===== config.mk =====
export PLATFORM = sky130hd
export DESIGN_NAME = systolic_fir
export DESIGN_NICKNAME = d
export VERILOG_FILES = /design/src/rtl/systolic_fir_pkg.sv /design/src/rtl/fir_pe.sv /design/src/rtl/systolic_fir.sv
export SDC_FILE = /design/constraint.sdc
export NUM_CORES = 2
export LEC_CHECK = 0
export CAP_MARGIN = 20
export CORE_UTILIZATION = 61
export DETAILED_ROUTE_END_ITERATION = 8
export PLACE_DENSITY = 0.81
export SLEW_MARGIN = 20
export SYNTH_ARGS = -nofsm -noshare
export SYNTH_HDL_FRONTEND = slang
export SYNTH_SLANG_ARGS = --single-unit

===== constraint.sdc =====
create_clock -name clk -period 26.3 [get_ports clk]
set_input_delay 7.89 -clock clk [delete_from_list [all_inputs] [get_ports clk]]
set_output_delay 7.89 -clock clk [all_outputs]
set_load 0.01 [all_outputs]

===== src/rtl/systolic_fir_pkg.sv =====
// Shared definitions for the systolic FIR: reset coefficient table,
// compile-time log2 helper and the output round/reduce function.
package systolic_fir_pkg;

   localparam int MAX_TAPS = 64;

   // Coefficients loaded into both banks on reset; taps past 6 start at zero
   localparam int DEFAULT_COEF [MAX_TAPS] = '{0: 4, 1: 18, 2: 47, 3: 62, 4: 47, 5: 18, 6: 4, default: 0};

   typedef struct packed {
      logic signed [63:0] value;
      logic               sat;
   } scaled_t;

   // Address width for n entries, never less than one bit
   function automatic int clog2(input int n);
      int r;
      r = 1;
      for (int i = 1; i < 31; i++) begin
         if ((1 << i) < n) r = i + 1;
      end
      return r;
   endfunction

   // Round half up by 'shift', then clip to out_w bits when sat_en is set.
   // Without sat_en the caller keeps the low out_w bits (two's-complement wrap).
   // Accumulators wider than 64 bits are not supported by this path.
   function automatic scaled_t scale_out(input logic signed [63:0] acc, input int shift,
                                         input int out_w, input bit sat_en);
      scaled_t            r;
      logic signed [63:0] v;
      logic signed [63:0] hi;
      logic signed [63:0] lo;
      v = acc;
      if (shift > 0) v = (v + (64'sd1 <<< (shift - 1))) >>> shift;
      hi = (64'sd1 <<< (out_w - 1)) - 64'sd1;
      lo = -hi - 64'sd1;
      r.value = v;
      r.sat   = 1'b0;
      if (sat_en) begin
         if (v > hi) begin
            r.value = hi;
            r.sat   = 1'b1;
         end else if (v < lo) begin
            r.value = lo;
            r.sat   = 1'b1;
         end
      end
      return r;
   endfunction

endpackage


===== src/rtl/fir_pe.sv =====
// One processing element of the transposed FIR: z_out <= z_in + coef * x,
// advancing only while en is high.
module fir_pe #(
   parameter int DATA_W = 16,
   parameter int COEF_W = 16,
   parameter int ACC_W  = 40
) (
   input  logic                     clk,
   input  logic                     rst,
   input  logic                     en,
   input  logic signed [COEF_W-1:0] coef,
   input  logic signed [DATA_W-1:0] x,
   input  logic signed [ACC_W-1:0]  z_in,
   output logic signed [ACC_W-1:0]  z_out
);

   localparam int PROD_W = DATA_W + COEF_W;

   logic signed [PROD_W-1:0] prod;
   logic signed [ACC_W-1:0]  prod_ext;

   assign prod     = PROD_W'(coef) * PROD_W'(x);
   assign prod_ext = ACC_W'(prod);

   // Partial-sum register; the add wraps modulo 2^ACC_W
   always_ff @(posedge clk or posedge rst) begin
      if (rst) z_out <= '0;
      else if (en) z_out <= z_in + prod_ext;
   end

endmodule


===== src/rtl/systolic_fir.sv =====
// Valid-gated transposed systolic FIR with shadow/active coefficient banks
// and a rounded, width-reduced output register.
// Define SYSTOLIC_FIR_SAT_EN to clip the output (and report out_sat);
// otherwise the output wraps and out_sat is tied low.
module systolic_fir
   import systolic_fir_pkg::*;
#(
   parameter int TAPS      = 7,
   parameter int DATA_W    = 16,
   parameter int COEF_W    = 16,
   parameter int ACC_W     = 40,
   parameter int OUT_SHIFT = 0,
   parameter int OUT_W     = 16,
   localparam int AW       = clog2(TAPS)
) (
   input  logic                     clk,
   input  logic                     rst,
   input  logic                     in_valid,
   input  logic signed [DATA_W-1:0] in_data,
   input  logic                     coef_we,
   input  logic [AW-1:0]            coef_addr,
   input  logic signed [COEF_W-1:0] coef_data,
   input  logic                     coef_commit,
   output logic                     out_valid,
   output logic signed [OUT_W-1:0]  out_data,
   output logic                     out_sat
);

`ifdef SYSTOLIC_FIR_SAT_EN
   localparam bit SAT_EN = 1'b1;
`else
   localparam bit SAT_EN = 1'b0;
`endif

   localparam int PROD_W = DATA_W + COEF_W;

   logic signed [DATA_W-1:0] x_r;
   logic                     v_r;
   logic signed [COEF_W-1:0] shadow_coef [TAPS];
   logic signed [COEF_W-1:0] active_coef [TAPS];
   logic signed [ACC_W-1:0]  z [1:TAPS-1];
   logic signed [PROD_W-1:0] prod0;
   logic signed [ACC_W-1:0]  sum0;
   scaled_t                  scaled;
   logic                     unused_bits;

   // Stage 1: capture the sample and its valid flag
   always_ff @(posedge clk or posedge rst) begin
      if (rst) begin
         x_r <= '0;
         v_r <= 1'b0;
      end else begin
         v_r <= in_valid;
         if (in_valid) x_r <= in_data;
      end
   end

   // Coefficient banks: commit copies the pre-write shadow value
   for (genvar gi = 0; gi < TAPS; gi++) begin : g_coef
      always_ff @(posedge clk or posedge rst) begin
         if (rst) begin
            shadow_coef[gi] <= COEF_W'(DEFAULT_COEF[gi]);
            active_coef[gi] <= COEF_W'(DEFAULT_COEF[gi]);
         end else begin
            if (coef_we && coef_addr == AW'(gi)) shadow_coef[gi] <= coef_data;
            if (coef_commit) active_coef[gi] <= shadow_coef[gi];
         end
      end
   end

   // PE k holds z[k]; the last PE starts its chain from zero
   for (genvar gi = 1; gi < TAPS; gi++) begin : g_pe
      logic signed [ACC_W-1:0] z_in;
      if (gi == TAPS - 1) begin : g_last
         assign z_in = '0;
      end else begin : g_mid
         assign z_in = z[gi+1];
      end
      fir_pe #(
         .DATA_W(DATA_W),
         .COEF_W(COEF_W),
         .ACC_W (ACC_W)
      ) u_pe (
         .clk  (clk),
         .rst  (rst),
         .en   (v_r),
         .coef (active_coef[gi]),
         .x    (x_r),
         .z_in (z_in),
         .z_out(z[gi])
      );
   end

   // Tap 0 lives in the output stage rather than in a PE
   assign prod0       = PROD_W'(active_coef[0]) * PROD_W'(x_r);
   assign sum0        = z[1] + ACC_W'(prod0);
   assign scaled      = scale_out(64'(sum0), OUT_SHIFT, OUT_W, SAT_EN);
   assign unused_bits = ^{scaled.value[63:OUT_W], scaled.sat};

   // Stage 2: registered result; data holds while no sample is in flight
   always_ff @(posedge clk or posedge rst) begin
      if (rst) begin
         out_valid <= 1'b0;
         out_data  <= '0;
      end else begin
         out_valid <= v_r;
         if (v_r) out_data <= scaled.value[OUT_W-1:0];
      end
   end

`ifdef SYSTOLIC_FIR_SAT_EN
   // Clip flag travels with the result it describes
   always_ff @(posedge clk or posedge rst) begin
      if (rst) out_sat <= 1'b0;
      else if (v_r) out_sat <= scaled.sat;
   end
`else
   assign out_sat = 1'b0;
`endif

endmodule


### After elaboration in Yosys (flattened, before gate mapping)

Cells that the tools add are included.
W data, S select, Z words.

* $add $sub $neg: 6
* reductions and logical operators: 8
* equality and inequality tests: 6
* multipliers: 7

Operators with widths (count)
* $mul A16 B16 Y16: 7
* $add A16 B16 Y16: 6
* $eq A3 B3 Y1 const B: 3
* $logic_and A1 B1 Y1: 7
* $eq A3 B2 Y1 const B: 2
* $eq A3 B1 Y1 const B: 1
* $logic_not A3 Y1: 1

* flip-flop bits (word level): 354
* logic and storage cells: 51
* output and inout port bits: 18

### Longest topological paths before layout

* depth in word-level cells: 2
* mapped depth: 23
* depth with buffers taken out: 20

### Hierarchy

From an unflattened synthesis, not the netlist that was laid out.

* cell total of the unflattened synthesis: 9715
* area total of the unflattened synthesis: 96921.7 µm²

Modules (own cells, without submodules)
* fir_pe (g_pe[2].u_pe ...): cells each 1452, sequential area each 1001.0 µm², instances 4, area each 13865.8 µm²
* systolic_fir: cells each 1109, sequential area each 6508.7 µm², instances 1, area each 14290.0 µm²
* fir_pe (g_pe[6].u_pe): cells each 1410, sequential area each 1001.0 µm², instances 1, area each 13631.8 µm²
* fir_pe (g_pe[1].u_pe): cells each 1388, sequential area each 1001.0 µm², instances 1, area each 13536.7 µm²

### Worst setup path before layout

Ideal clock, no wire load.

* kind: input-to-reg
* from: in coef_addr[1]
* to: reg shadow_coef[68] (netlist bit)
* arrival time: 9.443 ns
* cell stages on the path: 4
* required time: 26.175 ns
* setup slack: 16.732 ns
* buffers on the path: 2
* cells stage by stage: clkbuf_1 > nor3b_1 > clkbuf_1 > mux2_2

* longest elaborated chain between the ends: 2

RTL lines
* start: declaration: line systolic_fir.sv:21 `input logic [AW-1:0] coef_addr,`
* $eq A3 B2 Y1: line systolic_fir.sv:65 `if (coef_we && coef_addr == AW'(gi)) shadow_coef[gi] <= coef_data;`
* $logic_and A1 B1 Y1: line systolic_fir.sv:65
* end signal: indexed assignment: line systolic_fir.sv:62 `shadow_coef[gi] <= COEF_W'(DEFAULT_COEF[gi]);`
* end signal: indexed assignment: line systolic_fir.sv:65
* end: declaration: line systolic_fir.sv:39 `logic signed [COEF_W-1:0] shadow_coef [TAPS];`

Every way passes these cells.
A chain may end at the register's enable or synchronous reset.

### Worst setup path in the final report

* from: in coef_addr[0]
* to: reg shadow_coef[54] (netlist bit)

Same word-level chain as after synthesis.

==> results.md <==
- Commonest non-fill, non-tap cell in the layout: inv_1
- Final GP Congestion: 0.8942
- Clk pin slew, worst setup/hold paths: 0.06 ns
- 1st-iter DRT viols: 2011
- Number of synthesized flops with an enable pin: 0
- First-pass GRT wire length: 177.7 mm
- Worst EP arrival: 10.03 ns
- Remaining design rule violation count: 0
- CP startpoint kind: primary input
- Kind of critical path: primary input to flip-flop
- CTS Root Cell: clkbuf_16
- Setup TNS: 0 ns
- Post-synth ARST share: 100.0%
- Most used routing layer: met2
- Initial antenna violation count: 3
- Crit end category: flip-flop
- Netlist cell types: 52
- Num rows: 99
- Worst skew pair latency: 0.59 ns
- Die Wd: about 280 um
- Top delay family on crit path: simple AND/OR/NAND/NOR gates
- CTS resizes: 0
- Fin area: 48260 sq um
- R2R Path End: g_pe[4].u_pe.z_out[15]
- Required time at the worst-slack endpoint: 26.75 ns
- Worst slew pin tran: 1.044 ns
- Die area: 75750 sq um
- Synthesized netlist cell count: about 4700
- Vias in the first global route: 33650
- Drt pass-1 iters: 6
- Crit-path cells: clkdlybuf4s50_1 -> nand4b_1 -> mux2_2
- Synth Net Count: 5798
- Cts bufs inserted: 40
- Worst-path fanout max: 16
- Core Area: 73450 sq um
- Synth warn: 0
- Final setup violation count: 0
- Slew Viols, Final: 0
- Buffers and inverters on the worst path: 1
- Reg2reg start: x_r[2]
- Met2 Use GR: 49.78%
- GR Layer Usage met1: between 30% and 40%
- # hold bufs at CTS: 0
- Commonest cells after routing, fill and taps aside: 1143 x inv_1, 637 x fa_1, 527 x and2_1, 457 x ha_1, 431 x nand2_1
- Total track usage: a little under a third
- Fillers: between 5000 and 6000
- Reg-to-reg slack, setup: 19.28 ns
- Area growth, synth to finish: 5.970%
- Area post-placement: 46790 sq um
- CTS Sinks: 354
- DP Wirelength: 78.76 mm
- RSZ-0062 raised after global routing: no
- Ys flop type: dfrtp_1
- Synthesis-stage register bit count: 354
- Post-CTS setup buffer count: 0
- CTS tree: built
- HP Class: flip-flop to flip-flop
- Min Clock Period, post-route: 9.576 ns
- DRT antenna net count: 0
- Max Freq: 0.1044 GHz
- Layout Nets: 5727
- Hold Path Sink: out_data[4]
- Pre-CTS setup slack: 16.06 ns
- Max cap viols: 0
- Mean post-synth cell area: 9.764 sq um
- Register-to-Register Path Depth: 19
- Share of layout cells above drive strength 1: between 10 and 15%
- Chip height: between 200 and 300 um
- Starting Density: between 60% and 70%
- Final hold vios: 0
- CTS max path bufs: 3
- Routed len/inst: 19.35 um
- H-tree depth: 2
- Fin crit share: 36.41%
- Register area share after synthesis: 19.57%
- # port buffers: 56
- WL final: 108.1 mm
- Pin count of the biggest net entering global routing: 119
- Outcome: finished clean
- DR vias: 30990
- Hold Startpoint: out_data[4]
- Clock skew: 0.03024 ns
- Met3 usage: under 10%
- Crit-path max cell delay: 0.83 ns
- Total gr overflow: 0
- Post-Synthesis Cell Area: 45540 sq um
- Hold Path Depth: 2
- Max-slew headroom: 30.37%
- Vias per inst: 5.549
- Number of top-level pins: 58
- Setup WS post-layout: 16.72 ns
- CP max-delay cell: nand4b_1
-- flip-flops by register name (all words and copies together), names as in the netlist --
name / count
active_coef: 112
x_r: 16
shadow_coef: 112
g_pe.u_pe.z_out: 96
out_valid: 1
out_data: 16
v_r: 1
-- worst min-delay path: stages (launching register included) --
cell and delay (ns):
dfrtp_1 0.34, nand2_1 0.05, o21ai_0 0.06
-- cell type report --
type | count | area (sq um) | share of cell area [%]
clock buffer | 53 | 1151 | 2.385
multi-input combinational | 2969 | 31610 | 65.50
timing repair buffer | 83 | 760.7 | 1.576
inverter | 1145 | 4305 | 8.921
sequential | 354 | 8932 | 18.51
clock inverter | 21 | 299.0 | 0.6197
antenna | 1 | 2.502 | 0.005185
tap | 959 | 1200 | 2.486
-- layer usage --
layer,up-vias,wire (um)
li1,13760,-
met2,1091,51170
met3,256,8657
met5,-,27
met1,15880,44480
met4,4,3742
-- kinds of logic after synthesis --
kind of cell,after synthesis,share of synthesized area (%)
AO/OA/AOI/OAI,185,2.621
XOR/XNOR,274,5.696
adder cells (fa/ha/maj),1094,40.56
buffers and inverters,1341,11.11
flip-flops,354,19.57
multiplexers,324,8.012
other,1,0.008235
AND/OR/NAND/NOR,1091,12.43
-- worst max-delay path by stage --
stage                       startpoint               end  cells after the start
after floorplan                    rst    active_coef[0]                      1
after global placement    coef_addr[2]   shadow_coef[86]                      4
after detailed placement  coef_addr[2]  shadow_coef[106]                      4
after CTS                 coef_addr[2]  shadow_coef[106]                      4
after global routing      coef_addr[1]   shadow_coef[54]                      3
final                     coef_addr[0]   shadow_coef[54]                      3
-- metrics by stage --
| step | hold WS [ns] | util [%] | instances |
|---|---|---|---|
| after global placement | 0.4804 | 63.70 | 5510 |
| after floorplan | 0.3519 | - | 4664 |
| after detailed placement | 0.4913 | 63.70 | 5510 |
| after CTS | 0.4915 | 65.68 | 5584 |
| final | 0.4875 | 65.70 | 5585 |
| after global routing | 0.5243 | 65.70 | 5584 |
-- synth_stat cells (5+ instances only) --
cell type	n	area [sq um]
a211oi_1	10	75.07
a21o_1	19	142.6
a21oi_1	57	285.3
a31o_2	8	70.07
a31oi_1	6	37.54
and2_1	527	3297
and2_2	5	37.54
and3_1	10	62.56
buf_1	12	45.04
buf_2	10	50.05
clkbuf_1	170	638.1
dfrtp_1	312	7807
dfstp_2	42	1104
fa_1	637	12750
ha_1	457	5718
inv_1	1144	4294
mux2_2	324	3649
nand2_1	431	1618
nand2b_1	12	75.07
nand3_1	6	30.03
nor2_1	29	108.9
nor2b_1	14	87.58
nor3_1	24	120.1
o2111ai_1	6	52.55
o21a_1	22	165.2
o21ai_0	38	190.2
o31ai_1	6	45.04
or3_1	18	112.6
xnor2_1	219	1918
xnor3_1	13	292.8
xor2_1	40	350.3
Power is not shown: default switching activity piles up to over one toggle a cycle in this logic, so the estimate is an artifact.
